### config.mk
export PLATFORM = sky130hd
export DESIGN_NAME = final_arbitration_rr
export DESIGN_NICKNAME = d
export VERILOG_FILES = /design/src/rtl/final_arbitration_rr.sv
export SDC_FILE = /design/constraint.sdc
export NUM_CORES = 1
export LEC_CHECK = 0
export ABC_AREA = 1
export CORE_ASPECT_RATIO = 1.5
export CORE_UTILIZATION = 55
export CTS_BUF_LIST = sky130_fd_sc_hd__clkbuf_4 sky130_fd_sc_hd__clkbuf_8
export CTS_CLUSTER_SIZE = 28
export DETAILED_ROUTE_END_ITERATION = 8
export HOLD_SLACK_MARGIN = 0.1
export MAX_ROUTING_LAYER = met4
export PLACE_DENSITY_LB_ADDON = 0.1
export SYNTH_ARGS = -nofsm -noshare
export SYNTH_HDL_FRONTEND = slang
export SYNTH_SLANG_ARGS = --single-unit
### constraint.sdc
create_clock -name clk -period 8.4 [get_ports clk]
set_input_delay 2.52 -clock clk [delete_from_list [all_inputs] [get_ports clk]]
set_output_delay 2.52 -clock clk [all_outputs]
set_load 0.02 [all_outputs]
### src/rtl/final_arbitration_rr.sv
// Round-robin funnel of CHANNEL_COUNT sources into one outbound FWFT FIFO,
// plus an inbound FWFT FIFO routed back to channels by its index field.
module final_arbitration_rr #(
    parameter int CHANNEL_COUNT = 7,
    parameter int MSG_WIDTH     = 16,
    parameter int OUT_DEPTH     = 16,
    parameter int IN_DEPTH      = 16,
    localparam int IDX_WIDTH    = $clog2(CHANNEL_COUNT + 1)
) (
    input  logic                               clk,
    input  logic                               reset_n,
    input  logic [MSG_WIDTH*CHANNEL_COUNT-1:0] src_data,
    input  logic [CHANNEL_COUNT-1:0]           src_valid,
    output logic [CHANNEL_COUNT-1:0]           src_ready,
    output logic [MSG_WIDTH*CHANNEL_COUNT-1:0] dst_data,
    output logic [CHANNEL_COUNT-1:0]           dst_valid,
    input  logic [CHANNEL_COUNT-1:0]           dst_ready,
    output logic [MSG_WIDTH+IDX_WIDTH-1:0]     final_out_data,
    output logic                               final_out_valid,
    input  logic                               final_out_ready,
    input  logic [MSG_WIDTH+IDX_WIDTH-1:0]     final_in_data,
    input  logic                               final_in_valid,
    output logic                               final_in_ready,
    output logic                               has_flying_messages,
    output logic [15:0]                        drop_count
);

    localparam int WORD_W = MSG_WIDTH + IDX_WIDTH;
    localparam int OA     = $clog2(OUT_DEPTH);
    localparam int OC     = $clog2(OUT_DEPTH + 1);
    localparam int IA     = $clog2(IN_DEPTH);
    localparam int IC     = $clog2(IN_DEPTH + 1);

    // Handshakes stay blocked until the first edge after reset_n rises.
    logic run;

    always_ff @(posedge clk or negedge reset_n) begin
        if (!reset_n) run <= 1'b0;
        else          run <= 1'b1;
    end

    function automatic logic [IDX_WIDTH-1:0] chan_at(
        input logic [IDX_WIDTH-1:0] base,
        input int                   k
    );
        int c;
        c = int'(base) + k;
        if (c >= CHANNEL_COUNT) c = c - CHANNEL_COUNT;
        return IDX_WIDTH'(c);
    endfunction

    logic [IDX_WIDTH-1:0] rr_ptr;
    logic [IDX_WIDTH-1:0] gnt;
    logic                 gnt_found;

    always_comb begin
        gnt_found = 1'b0;
        gnt       = '0;
        for (int k = 0; k < CHANNEL_COUNT; k++) begin
            if (!gnt_found && src_valid[chan_at(rr_ptr, k)]) begin
                gnt_found = 1'b1;
                gnt       = chan_at(rr_ptr, k);
            end
        end
    end

    logic [WORD_W-1:0] out_mem [OUT_DEPTH];
    logic [OA-1:0]     out_wr;
    logic [OA-1:0]     out_rd;
    logic [OC-1:0]     out_cnt;
    logic              out_full;
    logic              out_ne;
    logic              out_push;
    logic              out_pop;
    logic [MSG_WIDTH-1:0] src_msg;

    assign out_full = (out_cnt == OC'(OUT_DEPTH));
    assign out_ne   = (out_cnt != '0);
    assign out_push = run && gnt_found && !out_full;
    assign out_pop  = out_ne && final_out_ready;
    assign src_msg  = src_data[int'(gnt)*MSG_WIDTH +: MSG_WIDTH];

    always_comb begin
        src_ready = '0;
        if (out_push) src_ready[gnt] = 1'b1;
    end

    assign final_out_valid = out_ne;
    assign final_out_data  = out_mem[out_rd];

    always_ff @(posedge clk) begin
        if (out_push) out_mem[out_wr] <= {gnt, src_msg};
    end

    always_ff @(posedge clk or negedge reset_n) begin
        if (!reset_n) begin
            rr_ptr  <= '0;
            out_wr  <= '0;
            out_rd  <= '0;
            out_cnt <= '0;
        end else begin
            if (out_push) begin
                out_wr <= out_wr + OA'(1);
                rr_ptr <= (int'(gnt) == CHANNEL_COUNT - 1) ? '0
                                                           : gnt + IDX_WIDTH'(1);
            end
            if (out_pop) out_rd <= out_rd + OA'(1);
            if (out_push && !out_pop)      out_cnt <= out_cnt + OC'(1);
            else if (!out_push && out_pop) out_cnt <= out_cnt - OC'(1);
        end
    end

    logic [WORD_W-1:0]    in_mem [IN_DEPTH];
    logic [IA-1:0]        in_wr;
    logic [IA-1:0]        in_rd;
    logic [IC-1:0]        in_cnt;
    logic                 in_full;
    logic                 in_ne;
    logic                 in_push;
    logic                 in_pop;
    logic                 in_drop;
    logic [WORD_W-1:0]    head;
    logic [IDX_WIDTH-1:0] head_idx;
    logic [MSG_WIDTH-1:0] head_msg;

    assign in_full        = (in_cnt == IC'(IN_DEPTH));
    assign in_ne          = (in_cnt != '0);
    assign final_in_ready = run && !in_full;
    assign in_push        = final_in_valid && final_in_ready;
    assign head           = in_mem[in_rd];
    assign head_idx       = head[WORD_W-1 -: IDX_WIDTH];
    assign head_msg       = head[MSG_WIDTH-1:0];

    // Out-of-range destinations are discarded without waiting on anyone.
    assign in_drop = in_ne && (int'(head_idx) >= CHANNEL_COUNT);

    always_comb begin
        dst_valid = '0;
        for (int i = 0; i < CHANNEL_COUNT; i++) begin
            dst_valid[i] = in_ne && (int'(head_idx) == i);
        end
    end

    assign dst_data = {CHANNEL_COUNT{head_msg}};
    assign in_pop   = in_drop || (|(dst_valid & dst_ready));

    always_ff @(posedge clk) begin
        if (in_push) in_mem[in_wr] <= final_in_data;
    end

    always_ff @(posedge clk or negedge reset_n) begin
        if (!reset_n) begin
            in_wr  <= '0;
            in_rd  <= '0;
            in_cnt <= '0;
        end else begin
            if (in_push) in_wr <= in_wr + IA'(1);
            if (in_pop)  in_rd <= in_rd + IA'(1);
            if (in_push && !in_pop)      in_cnt <= in_cnt + IC'(1);
            else if (!in_push && in_pop) in_cnt <= in_cnt - IC'(1);
        end
    end

    always_ff @(posedge clk or negedge reset_n) begin
        if (!reset_n) begin
            drop_count          <= '0;
            has_flying_messages <= 1'b0;
        end else begin
            if (in_drop && drop_count != 16'hFFFF)
                drop_count <= drop_count + 16'd1;
            has_flying_messages <= (|src_valid) || out_ne || in_ne;
        end
    end

endmodule

==> results.txt, run 1 <==
Syn. warnings - 0
Total GRT Usage - 30.9%
Synth Flop Type - edfxtp_1
Clock Skew - 41.7 ps
Flop-to-flop setup slack - 3250 ps
Setup Viol. Count Final - 0
Fin crit share - 96.7%
Status - complete, no violations
WL/cell - 22.7 µm
CP Capture Type - output pin
Core box area - 53600 µm²
Hold WC Path Type - flop to flop
Count of flip-flops with a built-in enable after synthesis - 608
RR Startpoint - in_rd[1]
Worst flop-to-flop path endpoint - in_cnt[4]
Ys async rst share - 7.18%
Clock latency on the worst-skew pair - 700 ps
Final WL - 82700 µm
First-pass GRT wire length - 123000 µm
GP Congestion - 0.902
Post-synthesis mux area share - 1.98%
Final nets - 3057
Largest net degree at the start of global routing - 106
Initial antenna violation count - 4
Synth Area in Compound Gates - 8.69%
Initial drt markers - 1703
Die Ht - 287 µm
Filler cells - 4166
Fin Setup TNS - 0 ps
Type of origin of the critical path - input port
Crit Path Max Fanout - 17
Grt ovf - 0
Unrepaired setup endpoints after global routing - no
Post-Synth Adder-Cell Area - 1.55%
Clock buffer depth - 3
Drt pass-1 iters - 6
# IOs - 313
Area grow syn2layout - 17.0%
Max Slew Vio Count - 0
DIE WIDTH - 192 µm
CTS sink cnt - 655
Main combinational cell family by area after synthesis - simple AND/OR/NAND/NOR gates
Hold Crit Depth - 1
Post-Syn Nets - 2850
Reg2reg path depth - 26
Slew @ Worst Pin - 1160 ps
Vias - 21500
Yosys reg bits - 655
Critical path data arrival time - 5600 ps
Die area - 55100 µm²
Vias per cell - 5.90
Rel. slew slack - 22.3%
Worst-path clk slew - 60 ps
Final ANT Viol Nets - 0
Worst Hold Launch - out_cnt[4]
Hold Path End - out_cnt[4]
Share of layout cells above drive strength 1 - 8.92%
Critical path required time - 5880 ps
Initial Util - 55.5%
# hold bufs at CTS - 0
Post-Syn Area - 29800 µm²
CTS tree - yes
Avg Inst Size Synth - 11.2 µm²
Syn Inst Count - 2666
Cts bufs inserted - 95
Setup CP Type - input port to output pin
DRC viols - 0
Clock root buffer - clkbuf_8
Rows - 104
Post-synth cell types - 48
Max Cap Viol - 0
H-Tree Depth - 3
Number of global-route vias before repair - 21200
Sequential area share after synthesis - 65.3%
Max frequency - 0.123 GHz
HPWL after DPL - 49700 µm
Final Hold Fails - 0
PortBufs - 312
Xor and xnor area share after synthesis - 0.942%
Simple-Gate Fraction of Synth Area - 15.1%
Min Tclk post-route - 8120 ps
-- registers in the layout, indices dropped and copies added (netlist names) --
name,cells
in_mem,304
out_mem,304
drop_count,16
in_cnt,5
out_cnt,5
in_rd,4
in_wr,4
out_rd,4
out_wr,4
rr_ptr,3
has_flying_messages,1
run,1
-- metal layers --
layer / wire length, µm / up-vias / GRT usage, %
met5: 0 / - / -
met4: 3360 / 0 / 14.1
met1: 31400 / 10500 / 36.7
met2: 43100 / 905 / 52.5
li1: - / 9821 / -
met3: 4830 / 220 / 3.75
-- worst max-delay path, stage by stage --
cell and delay, ps:
clkdlybuf4s50_1 510, inv_2 200, nand3_1 120, nand3_1 100, nand3_1 80, nand2_1 200
nand3_2 150, nor2_4 190, nand4_4 140, nand2_1 140, o21bai_4 130, inv_2 80
buf_4 180, nand2_1 120, nor2_1 120, clkdlybuf4s50_1 630
-- stage by stage --
step | setup WS, ps | utilization [%] | cell area, µm² | hold slack (ps) | instances
after global placement | 246 | 61.4 | 32900 | 479 | 3465
final | 277 | 65.0 | 34800 | 491 | 3642
after CTS | 174 | 64.9 | 34800 | 491 | 3638
after detailed placement | 198 | 61.4 | 32900 | 481 | 3465
after floorplan | 1500 | - | 29800 | 463 | 2666
after global routing | 6.32 | 65.0 | 34800 | 523 | 3642
-- layout make-up --
class | instances | area [µm²] | area share, %
tap | 689 | 862 | 2.48
timing repair buffer | 345 | 3370 | 9.67
multi-input combinational | 1616 | 8630 | 24.8
clock inverter | 36 | 233 | 0.668
inverter | 160 | 606 | 1.74
antenna | 4 | 10.0 | 0.0287
sequential | 655 | 19400 | 55.8
clock buffer | 137 | 1670 | 4.79
-- kinds of logic after synthesis --
kind of cell             Yosys count
AO/OA/AOI/OAI                    412
multiplexers                      59
other                              1
XOR/XNOR                          32
flip-flops                       655
AND/OR/NAND/NOR                 1077
buffers and inverters            395
adder cells (fa/ha/maj)           35
-- what timing repair did --
| item | 4_1_cts | 5_1_grt |
|---|---|---|
| setup buffers | 0 | 0 |
| endpoints found under the setup margin | 0 | 4 |
| resized for setup | 0 | 2 |
-- worst max path at each step --
stage | startpoint | end | slack (ps) | cells past startpoint
finish | src_valid[5] | src_ready[5] | 280 | 16
global route | src_valid[5] | src_ready[1] | 6 | 16
CTS | src_valid[5] | src_ready[5] | 170 | 16
detailed placement | src_valid[5] | src_ready[5] | 200 | 16
global placement | src_valid[5] | src_ready[5] | 250 | 16
floorplan | src_valid[4] | src_ready[2] | 1500 | 14
-- cell usage in the layout (no fill, tap or decap), types with 4 or more instances in the layout --
cell type and instances:
mux2i_1 59, o32ai_1 12, ha_1 32, clkbuf_8 102
nand4_1 34, o211ai_1 16, nor3_1 10, clkinv_1 21
inv_2 16, o21ai_1 9, a21oi_1 47, nand2_2 6
o221ai_1 76, dfrtp_1 42, edfxtp_1 608, xnor2_1 7
o22ai_1 26, diode_2 4, a211oi_1 4, o21ai_0 193
clkbuf_4 35, xor2_1 25, nand3_1 213, nor2_2 9
nor2_4 29, buf_4 33, a221oi_1 18, inv_1 141
nand2_1 523, nor2_1 242, clkdlybuf4s50_1 311, clkinv_2 9
-- synth_stat cells (47+ instances only) --
| cell type | instances | area, µm² |
|---|---|---|
| edfxtp_1 | 608 | 18300 |
| o21ai_0 | 193 | 966 |
| buf_4 | 103 | 773 |
| o221ai_1 | 76 | 666 |
| clkbuf_1 | 97 | 364 |
| nor2_1 | 274 | 1030 |
| mux2i_1 | 59 | 591 |
| a21oi_1 | 47 | 235 |
| dfrtp_1 | 47 | 1180 |
| nand3_1 | 213 | 1070 |
| nand2_1 | 523 | 1960 |
| inv_1 | 145 | 544 |
Power of run 1 is left out: the tool's default activity adds up to more than one toggle a clock period on the data nets, which glitch-free logic cannot reach.
==> run 2: changes to the inputs <==
- CELL_PAD_IN_SITES_DETAIL_PLACEMENT: not set -> 0
- CELL_PAD_IN_SITES_GLOBAL_PLACEMENT: not set -> 1
- CORE_UTILIZATION: 55 -> 51
==> run 2 against run 1 <==
Fmax up 0.38%. Register-to-register slack better by 20 ps. Global-route usage down 2.6 points. Count of clock-buffer cells in the layout down 9. Die area up 7.8%. Final area up 0.23%. Routed wire length down 1.5%. Sequential share of layout area down 0.13 points. Via count down 2.5%. Worst setup slack better by 31 ps. Highest routed layer unchanged.
==> results.txt, run 2 (same netlist as run 1, synthesis figures left out) <==
Status - complete, no violations (unchanged)
Most frequent cells in the layout - edfxtp_1, nand2_1, clkdlybuf4s50_1, nor2_1, nand3_1 (unchanged)
Clock buffer depth - 3 (unchanged)
Final ANT Viol Nets - 0 (unchanged)
WL/cell - 21.8 µm (was 22.7 µm)
Post-DP Area - 33000 µm² (was 32900 µm²)
RR Startpoint - in_rd[0] (was in_rd[1])
Area grow syn2layout - 17.3% (was 17.0%)
Buf+Inv Stages, Crit Path - 3 (was 5)
CP top delay family - simple AND/OR/NAND/NOR gates (was buffers and inverters)
Drt pass-1 iters - 6 (unchanged)
H-Tree Depth - 3 (unchanged)
Initial drt markers - 1620 (was 1703)
Final WL - 81400 µm (was 82700 µm)
Critical path data arrival time - 5570 ps (was 5600 ps)
CP max stage cell - clkdlybuf4s50_1 (unchanged)
Min Tclk post-route - 8090 ps (was 8120 ps)
Biggest regs - in_mem x304, out_mem x304, drop_count x16 (unchanged)
Unrepaired setup endpoints after global routing - no (unchanged)
Met2 Usage GRT - 49.9% (was 52.5%)
Core box area - 57700 µm² (was 53600 µm²)
Slowest stage delay, CP - 610 ps (was 630 ps)
Slew @ Worst Pin - 1190 ps (was 1160 ps)
Setup Viol. Count Final - 0 (unchanged)
Clock Skew - 31.9 ps (was 41.7 ps)
Fin crit share - 96.3% (was 96.7%)
Cell area after layout - 34900 µm² (was 34800 µm²)
PortBufs - 312 (unchanged)
Vias per cell - 5.62 (was 5.90)
Initial Util - 51.6% (was 55.5%)
Cts bufs inserted - 94 (was 95)
Cell mode on critical path - nand3_1
# IOs - 313 (unchanged)
Setup CP Type - input port to output pin (unchanged)
Flop-to-flop setup slack - 3270 ps (was 3250 ps)
DIE WIDTH - 199 µm (was 192 µm)
HPWL after DPL - 47700 µm (was 49700 µm)
Final nets - 3057 (unchanged)
Hold WC Path Type - flop to flop (unchanged)
Met3 Usage GRT - 3.70% (was 3.75%)
Commonest non-fill, non-tap cell in the layout - edfxtp_1 (unchanged)
Max Cap Viol - 0 (unchanged)
Initial antenna violation count - 8 (was 4)
Rel. slew slack - 20.8% (was 22.3%)
Worst Hold Launch - drop_count[15] (was out_cnt[4])
Worst-path clk slew - 60 ps (about the same)
Largest net degree at the start of global routing - 108 (was 106)
Fin Setup TNS - 0 ps (unchanged)
Rows - 108 (was 104)
Critical path required time - 5880 ps (about the same)
Max frequency - 0.124 GHz (was 0.123 GHz)
Reg2reg path depth - 23 (was 26)
DRC viols - 0 (unchanged)
Critical path, cell by cell - clkdlybuf4s50_1 -> inv_1 -> nand3_1 -> nand3_1 -> nand3_1 -> nand2_1 -> nand3_2 -> nor2_4 -> nand4_4 -> nor2_2 -> o21bai_2 -> nand3_2 -> nor2_1 -> clkdlybuf4s50_1 (was clkdlybuf4s50_1 -> inv_2 -> nand3_1 -> nand3_1 -> nand3_1 -> nand2_1 -> nand3_2 -> nor2_4 -> nand4_4 -> nand2_1 -> o21bai_4 -> inv_2 -> buf_4 -> nand2_1 -> nor2_1 -> clkdlybuf4s50_1)
Grt peak-use layer - met2 (unchanged)
Crit Path Max Fanout - 8 (was 17)
Die area - 59400 µm² (was 55100 µm²)
Type of origin of the critical path - input port (unchanged)
Clock latency on the worst-skew pair - 710 ps (was 700 ps)
Met1 Use GR - 32.0% (was 36.7%)
Total GRT Usage - 28.3% (was 30.9%)
CTS sink cnt - 655 (unchanged)
Hold Crit Depth - 1 (unchanged)
Final Hold Fails - 0 (unchanged)
Grt ovf - 0 (unchanged)
# hold bufs at CTS - 0 (unchanged)
Max Slew Vio Count - 0 (unchanged)
CTS tree - yes (unchanged)
Number of global-route vias before repair - 20800 (was 21200)
Clock root buffer - clkbuf_8 (unchanged)
GP Congestion - 0.877 (was 0.902)
CP Capture Type - output pin (unchanged)
Levels on crit path - 14 (was 16)
First-pass GRT wire length - 121000 µm (was 123000 µm)
Vias - 20900 (was 21500)
Share of layout cells above drive strength 1 - 8.68% (was 8.92%)
Critical Path Source - src_valid[5] (unchanged)
Die Ht - 298 µm (was 287 µm)
==> run 2: final timing paths <==
| kind | to |
|---|---|
| setup / recovery | src_ready[4] |
| hold / removal | drop_count[15] |
| setup reg to reg | in_cnt[4] |
| hold reg to reg | drop_count[15] |
| max in group asynchronous | in_rd[0] |
| min in group asynchronous | in_rd[3] |
==> run 2: metrics by stage <==
| stage | util (%) | hold slack (ps) | worst slack, ps | cells |
|---|---|---|---|---|
| CTS | 60.5 | 499 | 186 | 3718 |
| global route | 60.5 | 515 | 33.0 | 3726 |
| global placement | 57.2 | 478 | 299 | 3547 |
| floorplan | - | 463 | 1500 | 2666 |
| finish | 60.5 | 498 | 308 | 3726 |
| detailed placement | 57.2 | 483 | 193 | 3547 |
==> run 2: timing repair <==
item,4_1_cts,5_1_grt
gates resized for setup,0,2
endpoints found under the setup margin,0,2
setup buffers,0,0
==> run 2: cell type report <==
cell class	count	area [µm²]
tap	770	963
antenna	8	20.0
sequential	655	19400
clock inverter	43	303
inverter	160	606
timing repair buffer	346	3370
clock buffer	128	1570
fill	4785	22800
multi-input combinational	1616	8630
==> run 2: metal layers <==
| layer | vias up | part of all wire, % |
|---|---|---|
| li1 | 9814 | - |
| met1 | 10200 | 38 |
| met2 | 737 | 54 |
| met3 | 162 | 5.5 |
| met4 | 0 | 3.3 |
| met5 | - | 0 |
Power of run 2 is left out for the same reason.
==> run 3: changes to the inputs <==
- PLACE_DENSITY: not set -> 0.88
- PLACE_DENSITY_LB_ADDON: 0.1 -> not set
- SKIP_LAST_GASP: not set -> 1
==> run 3 against run 2 <==
Final area rose by 0.15%. Clock skew up 14 ps. Count of clock-buffer cells in the layout down 3. Worst setup slack worse by 140 ps. Routed wire length is 0.35% higher. Register-to-register slack got worse by 620 ps. Worst hold slack worse by 2.5 ps. Cell count up 0.19%. Die area unchanged.
==> results.txt, run 3 (same netlist as run 1, synthesis figures left out) <==
Vias - 21400 (was 20900)
Setup Viol. Count Final - 0 (unchanged)
Critical path, cell by cell - clkdlybuf4s50_1 -> inv_1 -> nand3_1 -> nand3_1 -> nand3_1 -> nand2_1 -> nand3_2 -> nor2_4 -> nand4_4 -> nor2_1 -> o21bai_2 -> nand3_2 -> nor2_1 -> clkdlybuf4s50_1 (was clkdlybuf4s50_1 -> inv_1 -> nand3_1 -> nand3_1 -> nand3_1 -> nand2_1 -> nand3_2 -> nor2_4 -> nand4_4 -> nor2_2 -> o21bai_2 -> nand3_2 -> nor2_1 -> clkdlybuf4s50_1)
Area grow syn2layout - 17.4% (was 17.3%)
Total GRT Usage - 28.0% (was 28.3%)
Clock root buffer - clkbuf_8 (unchanged)
Fin cells - 3733 (was 3726)
Final nets - 3066 (was 3057)
Buf+Inv Stages, Crit Path - 3 (unchanged)
Worst-path clk slew - 70 ps (was 60 ps)
Clock Skew - 46.3 ps (was 31.9 ps)
RR Startpoint - in_rd[2] (was in_rd[0])
DIE WIDTH - 199 µm (unchanged)
Vias per cell - 5.73 (was 5.62)
H-Tree Depth - 3 (unchanged)
Share of layout cells above drive strength 1 - 9.22% (was 8.68%)
Die Ht - 298 µm (unchanged)
DRC viols - 0 (unchanged)
Final ANT Viol Nets - 0 (unchanged)
CP max stage cell - clkdlybuf4s50_1 (unchanged)
Post-CTS Setup Repair Bufs - 0 (unchanged)
CTS tree - yes (unchanged)
CP Capture Type - output pin (unchanged)
Setup CP Type - input port to output pin (unchanged)
Placed insts - 3557 (was 3547)
Status - complete, no violations (unchanged)
Biggest regs - in_mem x304, out_mem x304, drop_count x16 (unchanged)
Cts bufs inserted - 93 (was 94)
Drt pass-1 iters - 5 (was 6)
Commonest non-fill, non-tap cell in the layout - edfxtp_1 (unchanged)
Cell mode on critical path - nand3_1 (unchanged)
Initial Util - 51.6% (unchanged)
Reg2reg path depth - 26 (was 23)
Levels on crit path - 14 (unchanged)
Fin Setup TNS - 0 ps (unchanged)
Type of origin of the critical path - input port (unchanged)
CTS sink cnt - 655 (unchanged)
Critical path required time - 5880 ps (about the same)
Rel. slew slack - 19.4% (was 20.8%)
Crit path setup slack, layout - 163 ps (was 308 ps)
Min Tclk post-route - 8240 ps (was 8090 ps)
GP Congestion - 0.876 (was 0.877)
Cell area after layout - 35000 µm² (was 34900 µm²)
Clock buffer depth - 3 (unchanged)
CP top delay family - simple AND/OR/NAND/NOR gates (unchanged)
Die area - 59400 µm² (unchanged)
Unrepaired setup endpoints after global routing - no (unchanged)
Crit path to - src_ready[4] (unchanged)
Worst flop-to-flop path endpoint - in_cnt[4] (unchanged)
Clock latency on the worst-skew pair - 720 ps (was 710 ps)
Grt ovf - 0 (unchanged)
Largest net degree at the start of global routing - 105 (was 108)
Max Cap Viol - 0 (unchanged)
HPWL after DPL - 49700 µm (was 47700 µm)
Hold WC Path Type - flop to flop (unchanged)
Final Hold Fails - 0 (unchanged)
PortBufs - 312 (unchanged)
Most frequent cells in the layout - edfxtp_1, nand2_1, clkdlybuf4s50_1, nor2_1, nand3_1 (unchanged)
Post-DP Area - 33000 µm² (about the same)
Max frequency - 0.121 GHz (was 0.124 GHz)
Post-Place Setup Slack - 137 ps (was 193 ps)
Crit Path Max Fanout - 10 (was 8)
Number of global-route vias before repair - 21000 (was 20800)
Rows - 108 (unchanged)
Initial drt markers - 1502 (was 1620)
Core box area - 57700 µm² (unchanged)
Critical Path Source - src_valid[3] (was src_valid[5])
Max Slew Vio Count - 0 (unchanged)
Initial antenna violation count - 1 (was 8)
Filler cells - 4556 (was 4785)
Slowest stage delay, CP - 610 ps (about the same)
Flop-to-flop setup slack - 2650 ps (was 3270 ps)
Fin crit share - 98.1% (was 96.3%)
First-pass GRT wire length - 120000 µm (was 121000 µm)
Slew @ Worst Pin - 1210 ps (was 1190 ps)
Critical path data arrival time - 5720 ps (was 5570 ps)
# IOs - 313 (unchanged)
WL/cell - 21.9 µm (was 21.8 µm)
Final WL - 81700 µm (was 81400 µm)
## run 3: worst min-delay path by stage
stage,start,end,slack [ps],cells past startpoint
6_report,in_cnt[4],in_cnt[4],500,1
5_1_grt,in_cnt[4],in_cnt[4],520,1
4_1_cts,in_cnt[4],in_cnt[4],500,1
3_5_place_dp,in_cnt[4],in_cnt[4],490,1
3_3_place_gp,out_cnt[4],out_cnt[4],480,1
2_1_floorplan,in_cnt[4],in_cnt[4],460,1
## run 3: layout make-up
type | count | area (µm²) | share of cell area, %
inverter | 160 | 606 | 1.73
sequential | 655 | 19400 | 55.6
multi-input combinational | 1616 | 8580 | 24.6
timing repair buffer | 356 | 3450 | 9.86
clock buffer | 125 | 1530 | 4.38
antenna | 1 | 2.50 | 0.00716
tap | 770 | 963 | 2.76
clock inverter | 50 | 374 | 1.07
## run 3: timing repair
item | in CTS | in global routing
hold endpoints to repair | 0 | 0
hold buffers | 0 | 0
endpoints found under the setup margin | 0 | 5
resized for setup | 0 | 1
## run 3: metal layers
layer	track usage, %	up-vias	share of wire (%)
met4	13.1	0	4.2
li1	-	9832	-
met3	3.97	208	5.9
met1	30.2	10600	36
met2	50.0	770	54
met5	-	-	0
## run 3: through the flow
stage,hold WS (ps),utilization [%]
after global placement,479,57.3
after CTS,499,60.6
final,496,60.6
after floorplan,463,-
after detailed placement,490,57.3
after global routing,517,60.6
## run 3: worst register-to-register path: stages, from the launching register on
cell and delay, ps:
dfrtp_1 320, buf_4 360, inv_2 370, nor2_4 680
inv_1 700, a21oi_1 330, a211oi_1 110, o21ai_0 140
nand2_1 180, inv_1 100, nand2_1 70, nor2_1 130
nand2_1 60, o21ai_0 90, inv_1 50, and3_1 140
nand2_1 320, inv_1 100, ha_1 240, inv_1 150
ha_1 290, a21o_1 200, a21oi_1 170, nand2_1 80
nand2_1 70, nor2_1 50, xor2_1 130
Power of run 3 is left out for the same reason.
